<file path="src/rtl/mem_stage_pkg.sv">
// Shared types and widths for the MEM stage: FSM state encoding and the MEM/WB record.
package mem_stage_pkg;
  localparam int XLEN   = 32;
  localparam int REG_AW = 5;

  localparam logic [REG_AW-1:0] BUBBLE_RD = 5'd0;

  typedef enum logic [1:0] {
    IDLE = 2'd0,
    BUSY = 2'd1,
    DONE = 2'd2
  } state_e;

  typedef struct packed {
    logic [XLEN-1:0]   pc;
    logic [XLEN-1:0]   alu;
    logic [XLEN-1:0]   rdata;
    logic [REG_AW-1:0] rd;
    logic              m2r;
  } mem_wb_t;
endpackage

</file>
<file path="src/rtl/mem_wb_reg.sv">
// MEM/WB pipeline register; a bubble clears every field so nothing retires.
module mem_wb_reg
  import mem_stage_pkg::*;
(
  input  logic    clk_i,
  input  logic    rst_i,
  input  logic    load,
  input  logic    bubble,
  input  mem_wb_t d,
  output mem_wb_t q
);
  always_ff @(posedge clk_i) begin
    if (rst_i)     q <= '0;
    else if (load) q <= bubble ? mem_wb_t'('0) : d;
  end
endmodule

</file>
<file path="src/rtl/mem_access_unit.sv">
// MEM stage: drives one data-memory access per load/store over req/ack, stalls
// upstream while it is outstanding, and feeds MEM/WB with results or bubbles.
module mem_access_unit
  import mem_stage_pkg::*;
#(
  parameter int TIMEOUT = 16
) (
  input  logic              clk_i,
  input  logic              rst_i,
  input  logic [XLEN-1:0]   pc_i,
  input  logic [XLEN-1:0]   ALUresult_i,
  input  logic [XLEN-1:0]   RS2data_i,
  input  logic [REG_AW-1:0] RDaddr_i,
  input  logic              MemRead_i,
  input  logic              MemWrite_i,
  input  logic              MemtoReg_i,
  output logic              stall_o,
  output logic              mem_req_o,
  output logic              mem_we_o,
  output logic [XLEN-1:0]   mem_addr_o,
  output logic [XLEN-1:0]   mem_wdata_o,
  input  logic              mem_ack_i,
  input  logic [XLEN-1:0]   mem_rdata_i,
  output logic [XLEN-1:0]   pc_o,
  output logic [XLEN-1:0]   ALUresult_o,
  output logic [XLEN-1:0]   ReadData_o,
  output logic [REG_AW-1:0] RDaddr_o,
  output logic              MemtoReg_o,
  output logic              err_o
);
  localparam int CW = $clog2(TIMEOUT + 1);

  state_e          state;
  logic [CW-1:0]   cnt;
  logic            timed_out;
  logic [XLEN-1:0] rdata_q;
  logic            acc, misal, start, bubble, wb_load;
  mem_wb_t         wb_d, wb_q;

  assign acc     = MemRead_i | MemWrite_i;
  assign misal   = |ALUresult_i[1:0];
  assign start   = (state == IDLE) && acc && !misal;
  assign bubble  = start || (state == BUSY);
  assign wb_load = 1'b1;
  assign stall_o = !rst_i && bubble;

  always_comb begin
    wb_d = '{pc: pc_i, alu: ALUresult_i, rdata: '0, rd: RDaddr_i, m2r: MemtoReg_i};
    // A rejected misaligned access still retires, but must not write back.
    if (state == IDLE && acc && misal) begin
      wb_d.rd  = BUBBLE_RD;
      wb_d.m2r = 1'b0;
    end
    if (state == DONE) begin
      wb_d.rdata = rdata_q;
      if (timed_out) wb_d.rd = BUBBLE_RD;
    end
  end

  always_ff @(posedge clk_i) begin
    if (rst_i) begin
      state       <= IDLE;
      cnt         <= '0;
      timed_out   <= 1'b0;
      rdata_q     <= '0;
      mem_req_o   <= 1'b0;
      mem_we_o    <= 1'b0;
      mem_addr_o  <= '0;
      mem_wdata_o <= '0;
      err_o       <= 1'b0;
    end else begin
      err_o <= 1'b0;
      case (state)
        IDLE: begin
          if (acc) begin
            if (misal) begin
              err_o <= 1'b1;
            end else begin
              mem_addr_o  <= ALUresult_i;
              mem_wdata_o <= RS2data_i;
              mem_we_o    <= MemWrite_i;
              mem_req_o   <= 1'b1;
              cnt         <= '0;
              timed_out   <= 1'b0;
              state       <= BUSY;
            end
          end
        end
        BUSY: begin
          if (mem_ack_i) begin
            rdata_q   <= mem_we_o ? '0 : mem_rdata_i;
            mem_req_o <= 1'b0;
            state     <= DONE;
          end else if (cnt == CW'(TIMEOUT - 1)) begin
            // This is the TIMEOUT-th BUSY cycle with no ack: abandon it.
            rdata_q   <= '0;
            mem_req_o <= 1'b0;
            timed_out <= 1'b1;
            err_o     <= 1'b1;
            state     <= DONE;
          end else begin
            cnt <= cnt + CW'(1);
          end
        end
        DONE:    state <= IDLE;
        default: state <= IDLE;
      endcase
    end
  end

  mem_wb_reg u_mem_wb (
    .clk_i  (clk_i),
    .rst_i  (rst_i),
    .load   (wb_load),
    .bubble (bubble),
    .d      (wb_d),
    .q      (wb_q)
  );

  assign pc_o        = wb_q.pc;
  assign ALUresult_o = wb_q.alu;
  assign ReadData_o  = wb_q.rdata;
  assign RDaddr_o    = wb_q.rd;
  assign MemtoReg_o  = wb_q.m2r;
endmodule

</file>
<file path="config.mk">
export PLATFORM = sky130hd
export DESIGN_NAME = mem_access_unit
export DESIGN_NICKNAME = d
export VERILOG_FILES = /design/src/rtl/mem_stage_pkg.sv /design/src/rtl/mem_wb_reg.sv /design/src/rtl/mem_access_unit.sv
export SDC_FILE = /design/constraint.sdc
export NUM_CORES = 1
export LEC_CHECK = 0
export ABC_CLOCK_PERIOD_IN_PS = 3200
export CORE_UTILIZATION = 35
export DETAILED_ROUTE_END_ITERATION = 16
export GPL_TIMING_DRIVEN = 0
export HOLD_SLACK_MARGIN = 0.1
export PLACE_DENSITY = 0.66
export SYNTH_ARGS = -nofsm -noshare
export SYNTH_HDL_FRONTEND = slang
export SYNTH_HIERARCHICAL = 1
export SYNTH_SLANG_ARGS = --single-unit
</file>
<file path="constraint.sdc">
create_clock -name clk_i -period 3.2 [get_ports clk_i]
set_input_delay 0.8 -clock clk_i [delete_from_list [all_inputs] [get_ports clk_i]]
set_output_delay 0.8 -clock clk_i [all_outputs]
set_load 0.02 [all_outputs]
</file>
==> impl_results.md <==
* Peak fanout along the critical path at 10
* Worst path required time at 2.40 ns
* Number of register bits inferred by synthesis at 209
* Post-route DRC at 0
* Maximum number of pins on one net before global-route repair at 13
* Most common cell in the netlist: sky130_fd_sc_hd__dfxtp_1
* Critical path startpoint category: input pin
* Cell row count at 55
* Setup skew after layout at 0.009216 ns
* Latest clock arrival within the worst-skew pair at 0.50 ns
* Number of clock sinks at 209
* Commonest register cell after synthesis: sky130_fd_sc_hd__dfxtp_1
* Yosys top cell area share at 50.64%
* Top post-synthesis cells by count: sky130_fd_sc_hd__dfxtp_1 (209), sky130_fd_sc_hd__a21oi_1 (170), sky130_fd_sc_hd__nand2_1 (127)
* Via count of the first global-routing pass at 7,254
* Result of the run: complete, no violations
* Dominant combinational cell family by area after synthesis: simple AND/OR/NAND/NOR gates
* Post-Syn Area at 8262 µm²
* Post-synthesis share of cell area spent on full adders, half adders and majority gates at 0.4543%
* Sequential fraction of the synthesis area at 50.64%
* Overall power of the completed layout at 6.302 mW
* Post-synthesis share of cell area spent on xor and xnor gates at 0%
* Transition at the pin with the smallest max-transition slack at 0.7668 ns
* Type of destination of the critical path: output port
* Number of detailed-routing iterations run before antenna repair at 5
* Net switching share of the total power at 24.23%
* Top area cells in the synthesized netlist: sky130_fd_sc_hd__dfxtp_1 (51%), sky130_fd_sc_hd__a21oi_1 (10%), sky130_fd_sc_hd__nand3b_1 (9.4%)
* Net switching power at 1.527 mW
* Unrepaired setup endpoints after global routing: false
* Starting Density at 36.05%
* Die Area at 24,220 µm²
* Pins Over Slew Limit at 0
* Dominant cell type by area after synthesis: sky130_fd_sc_hd__dfxtp_1
* Count of cells along the worst register-to-register path at 7
* Buffers from clock root to sink, at most at 3
* Final hold violations at 0
* Wire length of the first global-routing pass at 39,390 µm
* Final-report setup violation count at 0
* Mux contribution to synthesized area at 0.1363%
* Power per cell area at 503.1 nW/µm²
* Drt wl/cell at 16.22 µm
* Initial antenna violation count at 0
* Count of buffers from port buffering at 307
* Area of the core region at 22,920 µm²
* Min Clock Period, post-route at 3.068 ns
* Sequential Power Share at 43.6%
* Die Ht at 155.6 µm
* Placer Congestion at 0.7739
* Simple logic cell fraction of the synthesized area at 29.08%
* Clock buffer count from CTS at 24
* Total inserted antenna cells at 0
* Path type of the worst setup path: input pin to output port
* Period Utilization, post-route at 95.89%
* Worst EP arrival at 2.27 ns
* Remaining global-route overflow at 0
* Internal power summed over all cells at 4.775 mW
* Worst-case register-to-register setup slack at 1.05 ns
* Clock tree from TritonCTS: built
* Layout-stage area growth over the synthesis result at 51.61%
* Final #Nets at 1,416
* Layout cells sized above 1 at 6.667%
* Via/cell ratio at 4.726
* Buffer type at the clock tree root: sky130_fd_sc_hd__clkbuf_16
* Number of synthesized flops with an enable pin at 0
* Distinct cells, synth at 37
* Starting DRC count in detailed routing at 403
* Achievable clock frequency at 325.9 MHz
* Worst setup path endpoint: stall_o
* Final HPWL DP at 18,820 µm
* Die Width at 155.6 µm
* Leakage at 4.358 nW
* DRT antenna net count at 0
* I/O pins at 309
* Warning count from the yosys run at 6
* Post-synthesis cell count at 935
* Reg-to-reg critical path startpoint: cnt[0]
* Clock-pin transition on the worst setup and hold timing paths at 0.05 ns
* Average cell area after synthesis at 8.836 µm²
* Combinational Power Share at 14.0%
* Gr usage total at 20.58%
* Share of synthesized registers carrying an async set or reset at 0%
* Class of the tightest hold or removal check: register to register
* Final standard cell utilization of the core at 54.66%
* Clock network power share at 42.3%
* Area fraction in compound gates after synthesis at 14.11%
* Slew margin rel. at 48.88%
* Wire length after detailed routing at 26,010 µm
* Routed via count at 7,575
* Maximum Capacitance Violations at 0
* Reg2Reg Capture Point: rdata_q[15]
* Total of hold buffers inserted after clock tree synthesis at 0
* Number of levels in the clock H-tree at 1
* Maximum vdd ir drop at 0.0003268 V
* CP startpoint: ALUresult_i[0]
==> cells in the final DEF, fill, tap and decap left out, drive strengths merged, types with 2 or more instances in the layout <==
master,n
ha,3
clkdlybuf4s50,306
a21oi,170
nor4,3
nor2b,2
a22oi,32
nand2,127
nand2b,105
a31oi,3
o21ai,3
inv,3
and2,37
clkinv,4
clkbuf,76
dfxtp,209
nor3b,2
conb,6
nor2,37
buf,43
nand3b,103
nor3,6
==> sequential cells by signal, summed over array words and instances, names as in the netlist, 2 cells and up <==
register	cells
mem_wdata_o	32
cnt	5
u_mem_wb/q	102
mem_addr_o	32
rdata_q	32
state	2
==> worst max-delay path: stages <==
cell and delay [ns]:
sky130_fd_sc_hd__clkdlybuf4s50_1 0.45, sky130_fd_sc_hd__nor2_1 0.21, sky130_fd_sc_hd__nand3b_1 0.13, sky130_fd_sc_hd__buf_2 0.22
sky130_fd_sc_hd__a21oi_1 0.16, sky130_fd_sc_hd__clkdlybuf4s15_2 0.30
==> power by group through the flow <==
stage          Combinational (mW)  Sequential, mW  Clock (mW)
6_report                    0.885            2.75        2.67
3_3_place_gp                0.866            2.80           0
4_1_cts                     0.873            2.75        2.74
3_5_place_dp                0.868            2.81           0
2_1_floorplan               0.319            2.91           0
5_1_grt                     0.950            2.76        2.84
==> repair_timing <==
action | 4_1_cts | 5_1_grt
setup buffers | 1 | 0
endpoints found under the setup margin | 1 | 0
gates resized for setup | 4 | 0
==> metal layers <==
layer  part of all wire [%]  global-route usage, %
met5                      0                      0
met4                    2.7                  6.349
met3                    6.2                  4.333
met2                     47                  35.28
met1                     44                  25.79
==> metrics by stage <==
| stage | worst slack (ns) | hold WS, ns | std cells | cell area [µm²] | setup TNS (ns) |
|---|---|---|---|---|---|
| after floorplan | 0.7348 | 0.4432 | 940 | 8280 | 0 |
| after global placement | -0.5547 | 0.4417 | 1560 | 11750 | -9.507 |
| after detailed placement | -0.5613 | 0.4458 | 1560 | 11750 | -9.103 |
| after CTS | 0.1070 | 0.4539 | 1603 | 12530 | 0 |
| after global routing | 0.02621 | 0.4665 | 1603 | 12530 | 0 |
| final | 0.1316 | 0.4505 | 1603 | 12530 | 0 |
==> how the worst min path moves through the flow <==
stage | startpoint | to | slack (ns) | cells after the start
4_1_cts | mem_wdata_o[28] | mem_wdata_o[28] | 0.45 | 2
3_5_place_dp | mem_wdata_o[28] | mem_wdata_o[28] | 0.45 | 2
6_report | mem_addr_o[20] | mem_addr_o[20] | 0.45 | 2
5_1_grt | mem_addr_o[2] | mem_addr_o[2] | 0.47 | 2
3_3_place_gp | mem_addr_o[7] | mem_addr_o[7] | 0.44 | 2
2_1_floorplan | cnt[3] | cnt[3] | 0.44 | 1
==> cells by family (layout without fill, tap and decap cells) <==
kind of cell,after synthesis,count (layout)
and+or+nand+nor,425,425
AOI/OAI and AO/OA,212,212
DFF,209,209
buffers and inverters,84,434
adders and majority gates,3,3
other,1,6
muxes,1,1
==> layout make-up <==
cell class	count	area [µm²]
Clock buffer	37	720.7
Fill cell	2140	10390
Inverter	3	11.26
Sequential cell	209	4184
Multi-Input combinational cell	647	3640
Timing Repair Buffer	308	3082
Clock inverter	5	50.05
Tap cell	313	391.6
Buffer	81	446.7
No activity file was read; power rests on OpenSTA's default activity.
==> RTL change (same flow settings) <==
Register the output `err_o` once more, without a reset; this adds one clock of latency there. The other outputs are not delayed to match.
--- a/src/rtl/mem_access_unit.sv
+++ b/src/rtl/mem_access_unit.sv
@@ -30,4 +30,6 @@
 );
   localparam int CW = $clog2(TIMEOUT + 1);
+
+  logic err_s0;
 
   state_e          state;
@@ -68,12 +70,12 @@
       mem_addr_o  <= '0;
       mem_wdata_o <= '0;
-      err_o       <= 1'b0;
+      err_s0      <= 1'b0;
     end else begin
-      err_o <= 1'b0;
+      err_s0 <= 1'b0;
       case (state)
         IDLE: begin
           if (acc) begin
             if (misal) begin
-              err_o <= 1'b1;
+              err_s0 <= 1'b1;
             end else begin
               mem_addr_o  <= ALUresult_i;
@@ -97,5 +99,5 @@
             mem_req_o <= 1'b0;
             timed_out <= 1'b1;
-            err_o     <= 1'b1;
+            err_s0    <= 1'b1;
             state     <= DONE;
           end else begin
@@ -123,4 +125,8 @@
   assign RDaddr_o    = wb_q.rd;
   assign MemtoReg_o  = wb_q.m2r;
+  always_ff @(posedge clk_i) begin
+    err_o <= err_s0;
+  end
+
 endmodule
 
Behaviour: not the same (Yosys sat finds a counterexample within 4 cycles, from zero or initial values and one cycle with rst_i high).
==> RTL change against the original RTL <==
Count of clock-buffer cells in the layout down 5; power up 4.2%; non-clock buffer count unchanged; synthesized cell count up 0.11%; clock power up 9.4%; setup slack about the same; wire length about the same; cell area up 0.87%; sequential cell count up 1; synthesized area up 0.24%; critical path type unchanged; critical endpoint unchanged.
==> RTL change: results (changes against the original RTL) <==
Tot GR Track Use -> 20.64% (was 20.58%)
Routability cong. -> 0.7683 (was 0.7739)
Worst r2r dst -> rdata_q[26] (was rdata_q[15])
Hold Path Class -> flip-flop to flip-flop (unchanged)
Antenna violations before repair -> 0 (unchanged)
Internal -> 4979 uW (was 4775 uW)
Worst-case setup slack after placement -> -608.5 ps (was -561.3 ps)
Maximum number of pins on one net before global-route repair -> 14 (was 13)
TritonRoute pass-1 iters -> 5 (unchanged)
Warnings, synthesis -> 6 (unchanged)
Cells after synthesis -> 936 (was 935)
Top achievable clock speed -> 325.9 MHz (about the same)
Arrival time reported for the critical path endpoint -> 2270 ps (about the same)
First-iteration detailed-routing DRC count -> 331 (was 403)
Post-CTS sizing -> 5 (was 4)
Result of the run -> finished clean (unchanged)
Root Buffer -> sky130_fd_sc_hd__clkbuf_16 (unchanged)
Setup clock skew after layout -> 7.134 ps (was 9.216 ps)
Routed WL -> 26010 um (about the same)
Fill count -> 2138 (was 2140)
Final Hold Slack -> 327.5 ps (was 450.5 ps)
Min-Delay Endpoint -> err_o (was mem_addr_o[20])
Buffers added on ports -> 307 (unchanged)
Layout Nets -> 1417 (was 1416)
Cell depth of the worst min-delay path -> 0 (was 2)
Via count normalized by instance count -> 4.762 (was 4.726)
Register with the highest flop count -> u_mem_wb/q (unchanged)
Final HPWL DP -> 18990 um (was 18820 um)
Maximum net fanout on the critical path -> 10 (unchanged)
Fraction of final layout cells sized beyond drive strength 1 -> 7.270% (was 6.667%)
Worst setup startpoint -> MemWrite_i (was ALUresult_i[0])
Vias in the first global route -> 7312 (was 7254)
Part of the Yosys area used for sequential elements -> 50.76% (was 50.64%)
Cell types occupying the most area after synthesis -> sky130_fd_sc_hd__dfxtp_1 (51%), sky130_fd_sc_hd__a21oi_1 (10%), sky130_fd_sc_hd__nand3b_1 (9.3%) (was sky130_fd_sc_hd__dfxtp_1 (51%), sky130_fd_sc_hd__a21oi_1 (10%), sky130_fd_sc_hd__nand3b_1 (9.4%))
HP Start -> err_s0 (was mem_addr_o[20])
Fin cells -> 1606 (was 1603)
Synth cell count leaders -> sky130_fd_sc_hd__dfxtp_1 (210), sky130_fd_sc_hd__a21oi_1 (170), sky130_fd_sc_hd__nand2_1 (127) (was sky130_fd_sc_hd__dfxtp_1 (209), sky130_fd_sc_hd__a21oi_1 (170), sky130_fd_sc_hd__nand2_1 (127))
Unique cell type count in the Yosys netlist -> 37 (unchanged)
Pin slew with the least headroom to its limit -> 727.9 ps (was 766.8 ps)
Internal reg-to-reg setup slack -> 1140 ps (was 1050 ps)
Number of CTS-inserted buffers -> 24 (unchanged)
Wire length of the first global-routing pass -> 39650 um (was 39390 um)
Leakage -> 0.004419 uW (was 0.004358 uW)
Max IR drop VDD -> 0.0003510 V (was 0.0003268 V)
Most area-hungry cell type in the Yosys netlist -> sky130_fd_sc_hd__dfxtp_1 (unchanged)
Diodes inserted -> 0 (unchanged)
## RTL change: cell count changes in the layout (fill, tap and decap cells not counted)
| cell | before | now |
|---|---|---|
| sky130_fd_sc_hd__inv_6 | 0 | 1 |
| sky130_fd_sc_hd__buf_2 | 23 | 22 |
| sky130_fd_sc_hd__clkbuf_1 | 45 | 39 |
| sky130_fd_sc_hd__dfxtp_1 | 209 | 210 |
| sky130_fd_sc_hd__clkbuf_8 | 5 | 6 |
| sky130_fd_sc_hd__bufinv_16 | 1 | 3 |
| sky130_fd_sc_hd__clkinv_2 | 4 | 7 |
| sky130_fd_sc_hd__inv_8 | 0 | 1 |
| sky130_fd_sc_hd__buf_4 | 7 | 8 |
## RTL change: routing by layer
layer	vias to the layer above	track usage [%]	wire length [um]
met4	0	5.742	462
met2	272	36.08	12630
li1	3827	-	-
met3	30	3.806	1698
met1	3518	25.83	11220
met5	-	0	0
## RTL change: worst max-delay path by stage
stage,end,cells past startpoint
2_1_floorplan,stall_o,4
3_3_place_gp,stall_o,6
3_5_place_dp,stall_o,6
4_1_cts,stall_o,6
5_1_grt,stall_o,6
6_report,stall_o,6
## RTL change: critical path, cell delays in order
cell                              delay [ps]
sky130_fd_sc_hd__clkdlybuf4s50_1         530
sky130_fd_sc_hd__nor2_1                  110
sky130_fd_sc_hd__nand3b_1                190
sky130_fd_sc_hd__buf_4                   200
sky130_fd_sc_hd__a21oi_1                 140
sky130_fd_sc_hd__clkdlybuf4s15_2         300
## RTL change: kinds of logic (layout without fill, tap and decap cells)
logic type               Yosys count  after routing  synth area share [%]
AO/OA/AOI/OAI                    212            212                 14.08
adder cells (fa/ha/maj)            3              3                0.4533
buffers and inverters             84            436                 5.514
flip-flops                       210            210                 50.76
multiplexers                       1              1                0.1360
other                              1              6               0.04528
AND/OR/NAND/NOR                  425            425                 29.01
## RTL change: power by group through the flow
stage / logic (uW) / registers [uW] / clock network [uW]
after global routing: 952 / 2770 / 3090
after floorplan: 319 / 2920 / 0
after global placement: 869 / 2820 / 0
after detailed placement: 871 / 2820 / 0
after CTS: 876 / 2760 / 2980
final: 889 / 2760 / 2920
## RTL change: area by class of cell
type | instances | area share [%]
Sequential cell | 210 | 33.27
Multi-Input combinational cell | 647 | 28.81
Timing Repair Buffer | 308 | 24.39
Clock buffer | 32 | 5.635
Buffer | 81 | 3.555
Tap cell | 313 | 3.100
Clock inverter | 12 | 1.149
Inverter | 3 | 0.08913
## RTL change: stage by stage
stage               utilization, %  instance area, sq um  total power [uW]
floorplan                        -                  8300              3239
global placement             51.34                 11770              3686
detailed placement           51.34                 11770              3691
CTS                          55.14                 12630              6618
global route                 55.14                 12630              6819
finish                       55.14                 12630              6569
